<file path="config.mk">
export PLATFORM = sky130hd
export DESIGN_NAME = coin_button_conditioner
export DESIGN_NICKNAME = d
export VERILOG_FILES = /design/src/rtl/coin_button_conditioner.sv
export SDC_FILE = /design/constraint.sdc
export NUM_CORES = 1
export LEC_CHECK = 0
export ABC_AREA = 1
export CORE_MARGIN = 2
export CORE_UTILIZATION = 40
export CTS_CLUSTER_DIAMETER = 30
export DETAILED_ROUTE_END_ITERATION = 8
export PLACE_DENSITY = 0.64
export SKIP_CTS_REPAIR_TIMING = 1
export SYNTH_ARGS = -nofsm -noshare
export SYNTH_HDL_FRONTEND = slang
export SYNTH_SLANG_ARGS = --single-unit
export TNS_END_PERCENT = 10
</file>
<file path="constraint.sdc">
create_clock -name clk -period 6.95 [get_ports clk]
set_clock_uncertainty 0.15 [all_clocks]
set_input_delay 1.39 -clock clk [delete_from_list [all_inputs] [get_ports clk]]
set_output_delay 1.39 -clock clk [all_outputs]
set_load 0.01 [all_outputs]
</file>
<file path="src/rtl/coin_button_conditioner.sv">
// Front end for the vending-machine controller: synchronises and debounces the coin
// sensors and product buttons, then serialises accepted coins and returns the excess.
module coin_button_conditioner #(
  parameter int DEBOUNCE_CYCLES = 500000,
  parameter int CNT_W           = 19
) (
  input  logic       clk,
  input  logic       reset,
  input  logic [2:0] coin_raw,
  input  logic [2:0] btn_raw,
  input  logic       coin_en,
  output logic [2:0] money_in,
  output logic [2:0] btn_level,
  output logic [2:0] btn_pulse,
  output logic       coin_reject
);

  localparam logic [CNT_W-1:0] CNT_LAST = CNT_W'(DEBOUNCE_CYCLES - 1);

  // Lines 2:0 are the coin sensors, lines 5:3 the buttons.
  logic [5:0]       raw;
  logic [5:0]       s1;
  logic [5:0]       s2;
  logic [5:0]       deb;
  logic [5:0]       deb_d;
  logic [5:0]       rise;
  logic [CNT_W-1:0] cnt [6];

  logic [2:0] pending;
  logic [2:0] pending_next;
  logic [2:0] coin_rise;
  logic [2:0] cand;
  logic [2:0] sel;
  logic [2:0] reject_mask;
  logic [1:0] rej_new;
  logic [1:0] rej_cnt;
  logic [1:0] rej_cnt_next;
  logic [2:0] rej_total;
  logic [2:0] rej_left;

  assign raw       = {btn_raw, coin_raw};
  assign rise      = deb & ~deb_d;
  assign coin_rise = rise[2:0];
  assign btn_level = deb[5:3];

  // A level change is accepted only after DEBOUNCE_CYCLES consecutive disagreeing samples.
  always_ff @(posedge clk or posedge reset) begin
    if (reset) begin
      s1    <= '0;
      s2    <= '0;
      deb   <= '0;
      deb_d <= '0;
      for (int i = 0; i < 6; i++) cnt[i] <= '0;
    end else begin
      s1    <= raw;
      s2    <= s1;
      deb_d <= deb;
      for (int i = 0; i < 6; i++) begin
        if (s2[i] != deb[i]) begin
          if (cnt[i] == CNT_LAST) begin
            deb[i] <= ~deb[i];
            cnt[i] <= '0;
          end else begin
            cnt[i] <= cnt[i] + 1'b1;
          end
        end else begin
          cnt[i] <= '0;
        end
      end
    end
  end

  // A fresh coin on a line still holding a queued coin is accepted only if the queued
  // one leaves this cycle; otherwise it goes back down the chute.
  always_comb begin
    cand         = coin_en ? (pending | coin_rise) : 3'b000;
    sel          = 3'b000;
    if (cand[0])      sel = 3'b001;
    else if (cand[1]) sel = 3'b010;
    else if (cand[2]) sel = 3'b100;
    pending_next = pending;
    reject_mask  = coin_rise;
    if (coin_en) begin
      pending_next = ((pending | coin_rise) & ~sel) | (pending & coin_rise & sel);
      reject_mask  = coin_rise & pending & ~sel;
    end
    rej_new      = {1'b0, reject_mask[0]} + {1'b0, reject_mask[1]} + {1'b0, reject_mask[2]};
    rej_total    = {1'b0, rej_cnt} + {1'b0, rej_new};
    rej_left     = (rej_total == 3'd0) ? 3'd0 : rej_total - 3'd1;
    rej_cnt_next = (rej_left > 3'd3) ? 2'd3 : rej_left[1:0];
  end

  always_ff @(posedge clk or posedge reset) begin
    if (reset) begin
      pending     <= '0;
      money_in    <= '0;
      btn_pulse   <= '0;
      coin_reject <= 1'b0;
      rej_cnt     <= '0;
    end else begin
      pending     <= pending_next;
      money_in    <= sel;
      btn_pulse   <= rise[5:3];
      coin_reject <= (rej_total != 3'd0);
      rej_cnt     <= rej_cnt_next;
    end
  end

endmodule

</file>
== Yosys cells after proc, flatten, opt, wreduce, memory -nomap -nowiden ==
Index checks and enable logic that the tools add are counted.

* Register bits after elaboration: 150
* Memories kept: 0
* Output and inout port bits: 10
* Word-level logic and storage cells: 85
* Input port bits: 9
* Memory bits (writable): 0
* ROM bits: 0
* Latch bits: 0

* Equal/unequal tests: 12
* Div/mod/pow operators: 0
* Multipliers: 0
* Add/subtract/negate cells: 10
* Bitwise gates (word level): 15
* Mux-type cells: 19
* Reductions and logical operators: 8
* $lt $le $gt $ge: 1
* Shifts and indexed selects: 0

{| class="wikitable"
|+ Operators with widths
! kind !! number
|-
| 2-to-1 mux 19 bit || 12
|-
| adder 19 x 1 -> 19 bit, second input constant || 6
|-
| equality test 19 bit, second input constant || 6
|-
| 2-to-1 mux 3 bit || 6
|-
| bitwise AND 3 bit || 4
|-
| AND reduction 2 bit || 6
|-
| bitwise AND 6 bit || 1
|-
| inequality test 1 bit || 6
|-
| inverter 1 bit || 6
|-
| inverter 6 bit || 1
|-
| bitwise OR 3 bit || 2
|-
| adder 2 x 2 -> 3 bit || 1
|-
| > comparator 3 x 2 -> 1 bit, second input constant || 1
|-
| zero test 3 bit || 1
|-
| inverter 3 bit || 1
|-
| nonzero test 3 bit || 1
|-
| subtractor 3 x 1 -> 3 bit, second input constant || 1
|-
| adder 1 x 1 -> 2 bit || 1
|-
| adder 2 x 1 -> 2 bit || 1
|-
| 2-to-1 mux 2 bit || 1
|}

== Logic depth before layout (Yosys ltp) ==
* Depth in word-level cells: 17
* Mapped depth: 13
* Depth with buffers taken out: 13

== Worst setup path before layout ==
No wires, ideal clock.

* Kind: in2reg
* From: in coin_en
* To: reg rej_cnt[1]
* Data required time: 6,672 ps
* Cell stages on the path: 11
* Arrival time: 3,312 ps
* Buffers on the path: 0
* Library setup time: 128 ps
* Slack: 3,360 ps
* Path through: nand3_1 o211ai_1 fa_1 inv_1 ha_1 fa_1 nor2_1 inv_1 ha_1 a21oi_1 o21ai_0

* Longest elaborated chain between the ends: 13
* Elaborated cells on any way between the ends: 15
* Those cells by class: add/sub: 4; order compare: 1; mux: 7; bitwise: 2; reduce/logical: 1

{| class="wikitable"
|+ RTL lines
! element !! RTL line !! RTL
|-
| from (decl) || 11 || <nowiki>input logic coin_en,</nowiki>
|-
| 2-to-1 mux 3 bit || 76 || <nowiki>cand = coin_en ? (pending | coin_rise) : 3'b000;</nowiki>
|-
| 2-to-1 mux 3 bit (on tied branches) || 79, 80 ||
|-
| 2-to-1 mux 3 bit (on tied branches) || 78, 79 ||
|-
| inverter 3 bit / 2-to-1 mux 3 bit (equally long branches) || 85, 78 ||
|-
| bitwise AND 3 bit / inverter 3 bit (equally long branches) || 85 || <nowiki>reject_mask = coin_rise & pending & ~sel;</nowiki>
|-
| 2-to-1 mux 3 bit (*) || 83 || <nowiki>if (coin_en) begin</nowiki>
|-
| adder 1 x 1 -> 2 bit / 2-to-1 mux 3 bit (equally long branches) || 87, 83 ||
|-
| adder 2 x 1 -> 2 bit (*) || 87 || <nowiki>rej_new = {1'b0, reject_mask[0]} + {1'b0, reject_mask[1]} + {1'b0, reject_mask[2]};</nowiki>
|-
| adder 2 x 2 -> 3 bit (*) || 88 || <nowiki>rej_total = {1'b0, rej_cnt} + {1'b0, rej_new};</nowiki>
|-
| subtractor 3 x 1 -> 3 bit / zero test 3 bit (equally long branches) || 89 || <nowiki>rej_left = (rej_total == 3'd0) ? 3'd0 : rej_total - 3'd1;</nowiki>
|-
| 2-to-1 mux 3 bit (*) || 89 ||
|-
| > comparator 3 x 2 -> 1 bit || 90 || <nowiki>rej_cnt_next = (rej_left > 3'd3) ? 2'd3 : rej_left[1:0];</nowiki>
|-
| 2-to-1 mux 2 bit (*) || 90 ||
|-
| named net rej_cnt_next[1] || 37 || <nowiki>logic [1:0] rej_cnt_next;</nowiki>
|-
| to (signal assigned) || 105 || <nowiki>rej_cnt <= rej_cnt_next;</nowiki>
|-
| to (decl) || 36 || <nowiki>logic [1:0] rej_cnt;</nowiki>
|}

Mark *: on every way through the listed nets, which the timed path passes. The rest lies on a longest branch.
A chain may end at the register's enable or synchronous reset.

== Final worst setup path ==
Ends and elaborated chain as after synthesis.

==> impl_metrics.json <==
{
  "nFillCells": 2056,
  "final_net_count": 1129,
  "grt_pass1_wl_um": 29300,
  "synth_compound_area_share_pct": 3.16,
  "grt_pass1_vias": 6432,
  "vias": 6577,
  "fin_total_pwr_w": 0.00184,
  "muxShareOfSynthArea_pct": 0,
  "die_h_um": 146,
  "worst-path-max-fanout": 5,
  "grt_max_degree": 97,
  "synthDistinctLibCells": 36,
  "max_slew_margin_pct": 24.7,
  "fin_crit_ns": 3.83,
  "setup_tns_ns": 0,
  "cp-end-kind": "flop",
  "period_share_pct": 55.1,
  "dp.cells": 1360,
  "synth_area_per_cell_sq_um": 7.49,
  "dp.final_hpwl_um": 11700,
  "crit_required_ns": 7.10,
  "synth_top_family_by_area": "simple AND/OR/NAND/NOR gates",
  "arrival_ns": 3.98,
  "initial_utilization_pct": 40.4,
  "grt_use_total_pct": 16.4,
  "cp_common_cell": "inv_1",
  "power_density_nw_per_um2": 201,
  "maxCapViolations": 0,
  "stdcell_count": 1392,
  "p_clk_share_pct": 48.2,
  "hold_violations": 0,
  "drive_above_1_share_pct": 6.95,
  "rows": 52,
  "synth_edf_count": 0,
  "swShare_pct": 22.3,
  "area.growth.synth_to_final_pct": 13.0,
  "dr.first_iter.drc_count": 443,
  "drt.antenna.violating_nets": 0,
  "netlist_instances": 1080,
  "grt_overflow_total": 0,
  "worstSkewPairLatency_ns": 0.42,
  "finalSetupViolations": 0,
  "cts_root_buffer": "clkbuf_16",
  "wl_per_cell_um": 11.7,
  "wl_um": 16300,
  "cts_sinks": 150,
  "ys_seq_area_share_pct": 46.4,
  "async_reset_ff_share_pct": 100,
  "cts_tree": "yes",
  "drc_errors": 0,
  "hold_class": "reg2reg",
  "final_max_slew_viol_count": 0,
  "pwr-share-seq_pct": 48.7,
  "htreeDepth": 4,
  "viasPerCell": 4.72,
  "antenna_found_initial": 0,
  "place.port_buffers": 18,
  "first_pass_iters": 5,
  "synth_xor_area_share_pct": 6.16,
  "critPathBufInv": 4,
  "path_class": "in2reg",
  "crit_path_cell_trace": "clkdlybuf4s50_1 -> inv_1 -> o211ai_1 -> fa_1 -> inv_1 -> ha_1 -> fa_1 -> nor2_1 -> inv_1 -> ha_1 -> a21oi_1 -> o21ai_0",
  "switchingPower_w": 0.000410,
  "synthFlopType": "dfrtp_1",
  "place_ws_ns": 2.67,
  "power_leakage_nw": 3.92,
  "die-width_um": 146,
  "dieArea_sq_um": 21400,
  "syn_nets": 1100,
  "worstSetupStartpointType": "primary input",
  "post_synth_fa_ha_maj_area_fraction_pct": 1.89,
  "core-area_sq_um": 20000,
  "worst_pin_slew_ns": 1.12,
  "rsz0062_at_grt": "no",
  "ir_drop_mv": 0.155,
  "crit_family": "adder cells",
  "p_int_w": 0.00143,
  "numCtsBuffers": 17,
  "max_freq_mhz": 261,
  "cp_slowest_cell": "clkdlybuf4s50_1",
  "syn-cell-area_sq_um": 8090,
  "path_clk_slew_ns": 0.06,
  "clk_path_buf_depth": 2,
  "io_pins": 19,
  "status": "finished, final reports clean",
  "gp_congestion": 0.901,
  "yosys.area_share.simple_pct": 35.5,
  "setup_slack_ns": 3.12,
  "share_comb_of_total_power_pct": 3.1,
  "ys_ff_latch": 150,
  "critical_path.max_stage_delay_ns": 0.53,
  "yosys_warnings": 0,
  "diodes": 0
}
cell usage after synthesis, types with 3 or more instances:
cell type | count | area, sq um
nor2_1 | 288 | 1080
nand2_1 | 219 | 822
dfrtp_1 | 150 | 3750
inv_1 | 132 | 495
nand3_1 | 83 | 415
xor2_1 | 42 | 368
nand4_1 | 24 | 150
nor2_2 | 21 | 131
a21oi_1 | 20 | 100
o21ai_0 | 16 | 80.1
xnor2_1 | 13 | 114
nor3_1 | 11 | 55.1
ha_1 | 9 | 113
nand2_2 | 7 | 43.8
clkbuf_1 | 4 | 15.0
nor3_2 | 4 | 40.0
nor3b_1 | 4 | 30.0
and2_1 | 3 | 18.8
buf_2 | 3 | 15.0
buf_4 | 3 | 22.5
cell families (layout without fill, tap and decap cells):
family                     count (synthesis)  in the layout
adders and majority gates                 11             11
and+or+nand+nor                          673            673
buffers and inverters                    144            186
DFF                                      150            150
AOI/OAI and AO/OA                         46             46
xor gates and xnor gates                  56             56
per-layer routing:
metal / GRT usage [%] / wire, um / share of wire [%] / vias up
met1: 21.6 / 7940 / 49 / 3021
met2: 27.3 / 7510 / 46 / 120
met5: 0 / 0 / 0 / -
met4: 5.63 / 282 / 1.7 / 0
li1: - / - / - / 3408
met3: 3.03 / 536 / 3.3 / 28
area by class of cell:
| type | instances | area (sq um) | area share [%] |
|---|---|---|---|
| inverter | 134 | 508 | 5.56 |
| clock buffer | 19 | 433 | 4.74 |
| multi-input combinational | 786 | 3780 | 41.4 |
| timing repair buffer | 20 | 195 | 2.14 |
| sequential | 150 | 3750 | 41.1 |
| tap | 270 | 338 | 3.70 |
| clock inverter | 13 | 133 | 1.45 |
final timing paths:
kind	end	from	cells past startpoint	slack (ns)
setup / recovery	rej_cnt[1]$_DFF_PP0_	coin_en	12	3.12
hold / removal	s2[3]$_DFF_PP0_	s1[3]$_DFF_PP0_	0	0.20
setup reg to reg	rej_cnt[1]$_DFF_PP0_	deb[0]$_DFFE_PP0P_	13	3.86
hold reg to reg	s2[3]$_DFF_PP0_	s1[3]$_DFF_PP0_	0	0.20
max in group asynchronous	s2[2]$_DFF_PP0_	reset	3	4.05
min in group asynchronous	deb_d[3]$_DFF_PP0_	reset	2	1.37
power groups by stage:
stage / Combinational (W) / Sequential [W] / Clock, W
detailed placement: 0.0000593 / 0.000910 / 0
CTS: 0.0000596 / 0.000894 / 0.000909
floorplan: 0.0000408 / 0.000908 / 0
finish: 0.0000571 / 0.000894 / 0.000886
global route: 0.0000678 / 0.000896 / 0.000948
global placement: 0.0000587 / 0.000910 / 0
cell usage in the layout, fill, tap and decap left out, drive strengths merged:
cell,count
xor2,42
nand3b,2
clkinvlp,1
nor3,16
nand4,24
o21ai,19
buf,2
nand2,226
fa,2
bufinv,2
o21a,2
nor3b,4
o22ai,1
and2,3
clkbuf,19
clkinv,9
nand3,85
nor2,311
o21bai,1
ha,9
dfrtp,150
a211oi,1
inv,135
a21oi,21
clkdlybuf4s50,18
o211ai,1
or2,2
xnor2,14
registers in the layout, indices dropped and copies added (netlist names):
| register | count |
|---|---|
| cnt | 114 |
| deb | 6 |
| deb_d | 6 |
| s1 | 6 |
| s2 | 6 |
| btn_pulse | 3 |
| money_in | 3 |
| pending | 3 |
| rej_cnt | 2 |
| coin_reject | 1 |
metrics by stage:
stage | area [sq um] | util (%) | hold slack (ns)
floorplan | 8090 | - | 0.181
global route | 9140 | 45.6 | 0.216
global placement | 8570 | 42.8 | 0.185
finish | 9140 | 45.6 | 0.199
CTS | 9140 | 45.6 | 0.199
detailed placement | 8570 | 42.8 | 0.186
No activity file was read; power rests on OpenSTA's default activity.
